`src/rtl/arbitro_ula.sv`:
```
// Round-robin arbiter that shares one ALU between two requesters.
// Latches the winner's operands, captures the ALU result a cycle later and pulses done.
module arbitro_ula #(
  parameter int unsigned LARGURA = 16
) (
  input  logic               clock,
  input  logic               reset,
  input  logic               req0,
  input  logic               req1,
  input  logic [LARGURA-1:0] op0_a,
  input  logic [LARGURA-1:0] op0_b,
  input  logic [2:0]         op0_sel,
  input  logic [LARGURA-1:0] op1_a,
  input  logic [LARGURA-1:0] op1_b,
  input  logic [2:0]         op1_sel,
  output logic [LARGURA-1:0] entrada1,
  output logic [LARGURA-1:0] entrada2,
  output logic [2:0]         sinal_ula,
  input  logic [LARGURA-1:0] saida_ula,
  input  logic               zero,
  output logic [LARGURA-1:0] resultado,
  output logic               zero_out,
  output logic               done0,
  output logic               done1,
  output logic               busy
);

  localparam logic [1:0] OCIOSO = 2'd0;
  localparam logic [1:0] EXEC   = 2'd1;
  localparam logic [1:0] RESP   = 2'd2;

  logic [1:0]         state, state_n;
  logic               prio, prio_n;
  logic               dono, dono_n;
  logic               grant;
  logic [LARGURA-1:0] entrada1_n, entrada2_n, resultado_n;
  logic [2:0]         sinal_ula_n;
  logic               zero_out_n;
  logic [1:0]         done_q, done_n;
  logic               busy_n;

  // State and all registered outputs
  always_ff @(posedge clock or posedge reset) begin
    if (reset) begin
      state     <= OCIOSO;
      prio      <= 1'b0;
      dono      <= 1'b0;
      entrada1  <= '0;
      entrada2  <= '0;
      sinal_ula <= 3'b000;
      resultado <= '0;
      zero_out  <= 1'b0;
      done_q    <= 2'b00;
      busy      <= 1'b0;
    end else begin
      state     <= state_n;
      prio      <= prio_n;
      dono      <= dono_n;
      entrada1  <= entrada1_n;
      entrada2  <= entrada2_n;
      sinal_ula <= sinal_ula_n;
      resultado <= resultado_n;
      zero_out  <= zero_out_n;
      done_q    <= done_n;
      busy      <= busy_n;
    end
  end

  // Next state and next registered outputs
  always_comb begin
    state_n     = state;
    prio_n      = prio;
    dono_n      = dono;
    grant       = 1'b0;
    entrada1_n  = entrada1;
    entrada2_n  = entrada2;
    sinal_ula_n = sinal_ula;
    resultado_n = resultado;
    zero_out_n  = zero_out;
    done_n      = 2'b00;

    case (state)
      OCIOSO: begin
        if (req0 || req1) begin
          // Tie goes to prio; otherwise the lone requester wins
          grant  = (req0 && req1) ? prio : req1;
          dono_n = grant;
          if (grant) begin
            entrada1_n  = op1_a;
            entrada2_n  = op1_b;
            sinal_ula_n = op1_sel;
          end else begin
            entrada1_n  = op0_a;
            entrada2_n  = op0_b;
            sinal_ula_n = op0_sel;
          end
          state_n = EXEC;
        end
      end
      EXEC: begin
        resultado_n = saida_ula;
        zero_out_n  = zero;
        done_n      = dono ? 2'b10 : 2'b01;
        prio_n      = ~dono;
        state_n     = RESP;
      end
      RESP: begin
        state_n = OCIOSO;
      end
      default: begin
        state_n = OCIOSO;
      end
    endcase

    busy_n = (state_n != OCIOSO);
  end

  assign done0 = done_q[0];
  assign done1 = done_q[1];

endmodule

```
`config.mk`:
```
export PLATFORM = sky130hd
export DESIGN_NAME = arbitro_ula
export DESIGN_NICKNAME = d
export VERILOG_FILES = /design/src/rtl/arbitro_ula.sv
export SDC_FILE = /design/constraint.sdc
export NUM_CORES = 1
export LEC_CHECK = 0
export CAP_MARGIN = 20
export CELL_PAD_IN_SITES_DETAIL_PLACEMENT = 1
export CELL_PAD_IN_SITES_GLOBAL_PLACEMENT = 1
export CORE_MARGIN = 5
export CORE_UTILIZATION = 26
export DETAILED_ROUTE_END_ITERATION = 8
export PLACE_DENSITY = 0.78
export SLEW_MARGIN = 20
export SYNTH_ARGS = -nofsm -noshare
export SYNTH_HDL_FRONTEND = slang
export SYNTH_SLANG_ARGS = --single-unit
export TNS_END_PERCENT = 50
```
`constraint.sdc`:
```
create_clock -name clock -period 1.5 [get_ports clock]
set_input_delay 0.15 -clock clock [delete_from_list [all_inputs] [get_ports clock]]
set_output_delay 0.15 -clock clock [all_outputs]
set_load 0.01 [all_outputs]
```
==> flow_summary.toml, run 1 <==
[run_status]
status = "finished, final reports clean"

[place]
dpl.hpwl_mm = 7.412
place.gp.congestion = 0.7661
portBuffers = 145

[timing]
tns_ns = 0
rsz0062_at_grt = "false"
period_share_pct = 94.84
hold_violations = 0
max_freq_mhz = 703.0
worst_hold_slack_ns = 0.2677
report.final.setup_viol = 0
maxSlewViolCount = 0
worst_pin_slew_ns = 0.4165
finClkSkew_ns = 0.01042
fin_crit_ns = 1.423
slew_headroom_pct = 72.23

[yosys]
synth-edff-count = 0
ys_seq_elements = 59
netlist_instances = 260
syn_nets = 351
synthFlopType = "dfrtp_1"
synth_cell_types = 20
yosysWarnings = 0
syn_avg_cell_area_um2 = 10.85
synth_seq_area_share_pct = 52.35
netlist.area_leader.share_pct = 52.35
synth.area.top_cells = "dfrtp_1 52%, a31oi_2 13%, mux2_2 6.8%"
syn_area_um2 = 2820
async_flop_share_pct = 100.0
synth_area_leader_cell = "dfrtp_1"

[layout]
drive_gt1_share_pct = 20.00
mostFrequentLayoutCells = "144 x clkdlybuf4s50_1, 59 x dfrtp_1, 36 x nand3_1, 35 x o21ai_0, 35 x a21oi_1"
final_common_cell = "clkdlybuf4s50_1"
num-fill-cells = 1186
diodes = 0
area_growth_pct = 67.92
finalNetCount = 498

[floorplan]
rows = 38
core_area_um2 = 10750
initial_core_util_pct = 26.25
die_w_um = 114.2
io_pins = 146
die_area_um2 = 13030
die_h_um = 114.2

[clock_network]
clkTransAtPathRegs_ns = 0.06
cts_setup_buffers = 0
root_buffer = "clkbuf_8"
cts.repair.resized = 0
cts-buffers-inserted = 9
clockBufferDepth = 2
htreeDepth = 3
cts_hold_buf = 0
insertion_delay_ns = 0.33
cts_tree = "done"
cts_sinks = 59

[worst_setup_path]
crit_buf_inv = 1
slowest_stage = "clkdlybuf4s50_1"
reg2regPathDepth = 4
critPathMaxStageDelay_ns = 0.56
crit_path_start_kind = "register"
cp_data_required_time_ns = 1.35
worstSetupPathType = "register to output port"
r2r_start = "prio"
path_cells = "clkdlybuf4s50_1"
cp_top_family = "buffers and inverters"
ff2ff_setup_slack_ns = 0.23
rr_endpoint = "entrada2[9]"
arrival_ns = 1.27
cp_max_fo = 2
cp-end-kind = "output port"

[hold_path]
hold_path_class = "input pin to asynchronous set/reset pin"

[grt]
grt_pass1_wl_mm = 15.54
grt_remaining_overflow = 0
antenna_found_initial = 0
grt_pass1_vias = 3030
grt_usage_pct = 15.10
grt_max_degree = 37

[route]
drcViolationCount = 0
ant_nets = 0
detail_route.first_pass.iterations = 4
drt-total-wl_mm = 9.674
initialDrtViolationCount = 83
viasPerCell = 4.833
wl_per_cell_um = 17.59
dr_total_vias = 2658

[power]
power.leakage_nw = 1.798
ir_drop_v = 0.0006748
powerDensity_nw_per_um2 = 1942

[flow_run]
drv_cap = 0
-- through the flow --
stage / util, % / setup slack (ns) / cell area, um^2 / total power [W] / cells
6_report: 44.07 / 0.07743 / 4736 / 0.009199 / 550
2_1_floorplan: - / 0.2059 / 2824 / 0.005252 / 260
5_1_grt: 44.07 / 0.02956 / 4736 / 0.009810 / 550
3_5_place_dp: 42.21 / -0.006485 / 4536 / 0.007858 / 536
4_1_cts: 44.07 / 0.04357 / 4736 / 0.009373 / 550
3_3_place_gp: 42.21 / 0.03469 / 4536 / 0.007683 / 536
-- layer usage --
layer  routed length [um]  global-route usage, %  up-vias
met5                    0                      0        -
met2                 4806                  25.72      100
met1                 4018                  18.39     1302
li1                     -                      -     1245
met3                  701                  3.753       11
met4                  148                  5.701        0
-- cell usage after synthesis (2+ instances only) --
| cell | count |
|---|---|
| a31oi_1 | 6 |
| buf_1 | 3 |
| nand2b_1 | 2 |
| o21ai_0 | 35 |
| mux2_2 | 17 |
| buf_2 | 5 |
| a31oi_2 | 29 |
| nor2_1 | 4 |
| inv_1 | 4 |
| clkbuf_1 | 15 |
| dfrtp_1 | 59 |
| nand3_1 | 36 |
| buf_6 | 4 |
| a21oi_1 | 35 |
-- registers in the layout, indices dropped and copies added, names as in the netlist --
signal	count
busy	1
state	2
dono	1
entrada1	16
resultado	16
prio	1
done_q	2
zero_out	1
sinal_ula	3
entrada2	16
-- how the worst max path moves through the flow --
stage,start,endpoint,slack [ns],cells past startpoint
after global routing,entrada1[14],entrada1[14],0.03,1
final,entrada1[14],entrada1[14],0.08,1
after floorplan,state[1],entrada1[0],0.21,5
after detailed placement,req0,entrada2[9],-0.006,5
after CTS,entrada1[14],entrada1[14],0.04,1
after global placement,req0,entrada1[0],0.03,5
-- kinds of logic (layout without fill, tap and decap cells) --
group | Yosys count | count (layout) | synth area share [%]
compound gates | 107 | 107 | 27.06
flops | 59 | 59 | 52.35
simple gates | 46 | 46 | 8.385
buf+inv | 31 | 181 | 5.412
mux | 17 | 17 | 6.788
-- power breakdown --
group | leakage (nW) | switching, W | internal [W]
Combinational | 1.02 | 0.00214 | 0.00271
Clock | 0.104 | 0.000587 | 0.000882
Sequential | 0.677 | 0.000463 | 0.00241
-- final cells by class --
| cell class | count | area [um^2] | share of cell area, % |
|---|---|---|---|
| timing repair buffer | 163 | 1669 | 35.24 |
| sequential | 59 | 1476 | 31.18 |
| multi-input combinational | 170 | 1196 | 25.26 |
| tap | 140 | 175.2 | 3.699 |
| clock buffer | 12 | 165.2 | 3.487 |
| clock inverter | 2 | 35.03 | 0.7398 |
| inverter | 4 | 18.77 | 0.3963 |
(Power assumes the default switching activity.)
==> inputs of run 2 (changes only) <==
--- a/config.mk
+++ b/config.mk
@@ -8,10 +8,12 @@
 export CAP_MARGIN = 20
 export CELL_PAD_IN_SITES_DETAIL_PLACEMENT = 1
 export CELL_PAD_IN_SITES_GLOBAL_PLACEMENT = 1
+export CORE_ASPECT_RATIO = 0.8
 export CORE_MARGIN = 5
 export CORE_UTILIZATION = 26
 export DETAILED_ROUTE_END_ITERATION = 8
 export PLACE_DENSITY = 0.78
+export RECOVER_POWER = 25
 export SLEW_MARGIN = 20
 export SYNTH_ARGS = -nofsm -noshare
 export SYNTH_HDL_FRONTEND = slang
==> run 2 against run 1 <==
Compared with the run above:
- final cell count increased by 0.55%
- sequential cell count unchanged
- clock skew shrank 0.0046 ns
- critical path depth unchanged
- clock power increased by 77%
- worst setup slack better by 0.029 ns
- fmax is 2.1% higher
- largest cell class unchanged
- largest power group unchanged
==> flow_summary.toml, run 2 (synthesized netlist as in run 1, its figures left out) <==
[run_status]
status = "finished, final reports clean"

[place]
dp_cells = 536
portBuffers = 145
place.gp.congestion = 0.7325
dpl.hpwl_mm = 6.961

[layout]
mostFrequentLayoutCells = "144 x clkdlybuf4s50_1, 59 x dfrtp_1, 36 x nand3_1, 35 x o21ai_0, 35 x a21oi_1"
multi_input_area_um2 = 1204
area_growth_pct = 71.52
top_regs = "entrada1 x16, entrada2 x16, resultado x16"
regArea_um2 = 1476
diodes = 0
finalNetCount = 495
final_common_cell = "clkdlybuf4s50_1"
drive_gt1_share_pct = 19.32
num-fill-cells = 1175
fin_cells = 553

[hold_path]
hold_depth = 3
hold_path_class = "input pin to register"

[grt]
grt_pass1_vias = 2908
grt_usage_pct = 15.33
grt_max_degree = 60
antenna_found_initial = 0
grt_pass1_wl_mm = 15.62
grt_remaining_overflow = 0

[worst_setup_path]
slowest_stage = "clkdlybuf4s50_1"
path_cells = "clkdlybuf4s50_1"
cp-end-kind = "output port"
arrival_ns = 1.24
reg2regPathDepth = 3
cp_top_family = "buffers and inverters"
worstSetupPathType = "register to output port"
crit_buf_inv = 1
crit_path_start_kind = "register"
cp_max_fo = 2
worstSetupPathDepth = 1
critPathMaxStageDelay_ns = 0.55
cp_data_required_time_ns = 1.35

[floorplan]
rows = 34
die_w_um = 126.4
io_pins = 146
die_h_um = 103.2
core_area_um2 = 10760
initial_core_util_pct = 26.20
die_area_um2 = 13040

[timing]
hold_violations = 0
period_share_pct = 92.89
fin_crit_ns = 1.393
slew_headroom_pct = 43.93
finClkSkew_ns = 0.005772
report.final.setup_viol = 0
tns_ns = 0
max_freq_mhz = 717.7
worst_pin_slew_ns = 0.8410
maxSlewViolCount = 0
rsz0062_at_grt = "false"
worst_hold_slack_ns = 0.4194

[clock_network]
clockBufferDepth = 2
clkTransAtPathRegs_ns = 0.05
cts_hold_buf = 0
cts_tree = "done"
insertion_delay_ns = 0.32
cts_sinks = 59
root_buffer = "clkbuf_16"
cts-buffers-inserted = 9
htreeDepth = 3

[route]
initialDrtViolationCount = 70
dr_total_vias = 2653
detail_route.first_pass.iterations = 4
ant_nets = 0
viasPerCell = 4.797
drt-total-wl_mm = 10.03
wl_per_cell_um = 18.14
drcViolationCount = 0

[power]
powerDensity_nw_per_um2 = 2088
ir_drop_v = 0.0009608
power.leakage_nw = 1.839
total_power_w = 0.01010

[flow_run]
drv_cap = 0
==> run 2: where the power goes <==
part	leakage [nW]	switching, W	internal, W
registers	0.677	0.000445	0.00241
clock network	0.183	0.000714	0.00188
logic	0.979	0.00216	0.00249
==> run 2: metal layers <==
layer,share of wire (%),global-route usage (%),vias up
met5,0,0,-
met4,1.1,3.957,0
met3,9.2,7.250,10
met2,46,25.00,98
met1,44,18.44,1297
li1,-,-,1248
==> run 2: final cells by class <==
class,count,share of cell area (%)
Clock buffer,12,5.303
Clock inverter,4,2.483
Inverter,4,0.3880
Multi-Input combinational cell,171,24.88
Sequential cell,59,30.52
Tap cell,144,3.725
Timing Repair Buffer,159,32.70
==> run 2: final timing paths <==
kind	start	end	slack [ns]
max	entrada1[14]	entrada1[14]	0.11
min reg2reg	dono	done_q[0]	0.44
max reg2reg	state[1]	entrada2[1]	0.12
min in group asynchronous	reset	sinal_ula[2]	0.62
min	op0_a[15]	entrada1[15]	0.42
max in group asynchronous	reset	entrada2[13]	0.33
==> run 2: timing repair <==
| item | 4_1_cts | 5_1_grt |
|---|---|---|
| buffers inserted | 0 | 0 |
| endpoints found under the setup margin | 0 | 2 |
| gates resized for setup | 0 | 0 |
==> run 2: metrics by stage <==
stage               cell area [um^2]  util [%]  worst slack (ns)
floorplan                       2824         -            0.2059
global placement                4466     41.49           -0.1621
detailed placement              4466     41.49           -0.1828
CTS                             4842     44.99           0.07732
global route                    4837     44.94           0.02819
finish                          4837     44.94            0.1067
==> inputs of run 3 (changes only) <==
--- a/config.mk
+++ b/config.mk
@@ -9,12 +9,10 @@
 export CELL_PAD_IN_SITES_DETAIL_PLACEMENT = 1
 export CELL_PAD_IN_SITES_GLOBAL_PLACEMENT = 1
 export CORE_ASPECT_RATIO = 0.8
-export CORE_MARGIN = 5
 export CORE_UTILIZATION = 26
 export DETAILED_ROUTE_END_ITERATION = 8
 export PLACE_DENSITY = 0.78
 export RECOVER_POWER = 25
-export SLEW_MARGIN = 20
 export SYNTH_ARGS = -nofsm -noshare
 export SYNTH_HDL_FRONTEND = slang
 export SYNTH_SLANG_ARGS = --single-unit
==> run 3 against run 2 <==
Compared with the run above:
- die area shrank 14%
- critical path depth is the same
- via count shrank 0.15%
- worst setup slack lost 0.0073 ns
- register-to-register slack gained 0.13 ns
- sequential share of layout area grew 0.13 points
- cell area shrank 0.41%
- highest routed layer unchanged
==> flow_summary.toml, run 3 (synthesized netlist as in run 1, its figures left out) <==
[power]
power.leakage_nw = 1.826
ir_drop_v = 0.0006269
powerDensity_nw_per_um2 = 2033
total_power_w = 0.009792

[timing]
report.final.setup_viol = 0
maxSlewViolCount = 0
period_share_pct = 93.38
finClkSkew_ns = 0.005857
fin_crit_ns = 1.401
fin_ws_ns = 0.09936
max_freq_mhz = 714.0
rsz0062_at_grt = "false"
hold_violations = 0
worst_pin_slew_ns = 0.8379
slew_headroom_pct = 44.14

[clock_network]
clkTransAtPathRegs_ns = 0.06
cts.repair.resized = 0
cts-buffers-inserted = 9
clockBufferDepth = 2
cts_hold_buf = 0
cts_tree = "done"
root_buffer = "clkbuf_16"
cts_setup_buffers = 0
insertion_delay_ns = 0.32
htreeDepth = 3
cts_sinks = 59

[worst_setup_path]
critPathMaxStageDelay_ns = 0.58
slowest_stage = "clkdlybuf4s50_1"
reg2regPathDepth = 4
cp-end-kind = "output port"
crit_buf_inv = 1
cp_data_required_time_ns = 1.35
crit_path_start_kind = "register"
cp_top_family = "buffers and inverters"
worstSetupPathType = "register to output port"
ff2ff_setup_slack_ns = 0.25
path_cells = "clkdlybuf4s50_1"
r2r_start = "prio"
rr_endpoint = "entrada1[5]"
arrival_ns = 1.25
cp_max_fo = 2

[layout]
regArea_um2 = 1476
finalNetCount = 495
final_common_cell = "clkdlybuf4s50_1"
top_regs = "entrada1 x16, entrada2 x16, resultado x16"
diodes = 0
drive_gt1_share_pct = 19.56
num-fill-cells = 1154
design_area_um2 = 4817
mostFrequentLayoutCells = "144 x clkdlybuf4s50_1, 59 x dfrtp_1, 36 x nand3_1, 35 x o21ai_0, 35 x a21oi_1"
area_growth_pct = 70.81
multi_input_area_um2 = 1196

[floorplan]
core_area_um2 = 10410
die_h_um = 95.16
initial_core_util_pct = 27.10
io_pins = 146
die_area_um2 = 11270
die_w_um = 118.4
rows = 33

[route]
drt-total-wl_mm = 9.205
detail_route.first_pass.iterations = 4
ant_nets = 0
initialDrtViolationCount = 94
wl_per_cell_um = 16.77
drcViolationCount = 0
dr_total_vias = 2649
viasPerCell = 4.825

[hold_path]
hold_depth = 3
hold_path_end = "sinal_ula[0]"
min-delay-start = "op0_sel[0]"
hold_path_class = "input pin to register"

[place]
pre_cts_slack_ns = -0.04266
place.gp.congestion = 0.7227
portBuffers = 145
placed_area_um2 = 4518
dpl.hpwl_mm = 6.710

[grt]
antenna_found_initial = 0
grt_usage_pct = 16.90
grt_pass1_vias = 2875
grt_max_degree = 60
grt_remaining_overflow = 0
grt_pass1_wl_mm = 14.72

[flow_run]
drv_cap = 0

[run_status]
status = "finished, final reports clean"
-- run 3: cell types whose count changed in the layout (fill, tap and decap cells not counted) --
cell,previous run,this run
clkinvlp_4,1,2
and2_2,1,0
clkbuf_1,1,0
buf_4,11,8
clkinv_4,0,2
inv_6,0,2
clkbuf_8,2,1
bufinv_16,4,1
buf_12,2,6
-- run 3: final cells by class --
| class | instances | area share [%] |
|---|---|---|
| inverters | 4 | 0.3896 |
| flip-flops and latches | 59 | 30.65 |
| multi-input cells | 170 | 24.83 |
| repair buffers | 160 | 34.03 |
| clock buffers | 10 | 4.961 |
| clock inverters | 6 | 1.506 |
| well taps | 140 | 3.636 |
-- run 3: how the worst max path moves through the flow --
stage,start,endpoint,slack [ns],depth (start not counted)
after CTS,sinal_ula[0],sinal_ula[0],0.08,1
after global placement,req1,entrada1[9],0.03,4
after global routing,entrada1[11],entrada1[11],0.05,1
after floorplan,state[1],entrada1[0],0.21,5
after detailed placement,req1,entrada2[7],-0.04,4
final,entrada1[13],entrada1[13],0.1,1
-- run 3: power by group --
part / total, W / internal [W] / switching [W]
Clock: 0.00211 / 0.00135 / 0.000766
Combinational: 0.00480 / 0.00267 / 0.00213
Sequential: 0.00288 / 0.00241 / 0.000467
-- run 3: through the flow --
step | TNS [ns] | hold WS (ns) | std cells | utilization, %
2_1_floorplan | 0 | 0.2496 | 260 | -
3_3_place_gp | 0 | 0.4414 | 533 | 43.42
3_5_place_dp | -0.3646 | 0.4425 | 533 | 43.42
4_1_cts | 0 | 0.2817 | 549 | 46.42
5_1_grt | 0 | 0.4237 | 549 | 46.30
6_report | 0 | 0.4232 | 549 | 46.30
-- run 3: per-layer routing --
metal / up-vias / share of wire [%] / global-route usage [%]
li1: 1247 / - / -
met5: - / 0 / 0
met1: 1289 / 43 / 20.00
met2: 105 / 49 / 29.56
met3: 8 / 7.6 / 5.682
met4: 0 / 1.0 / 4.641
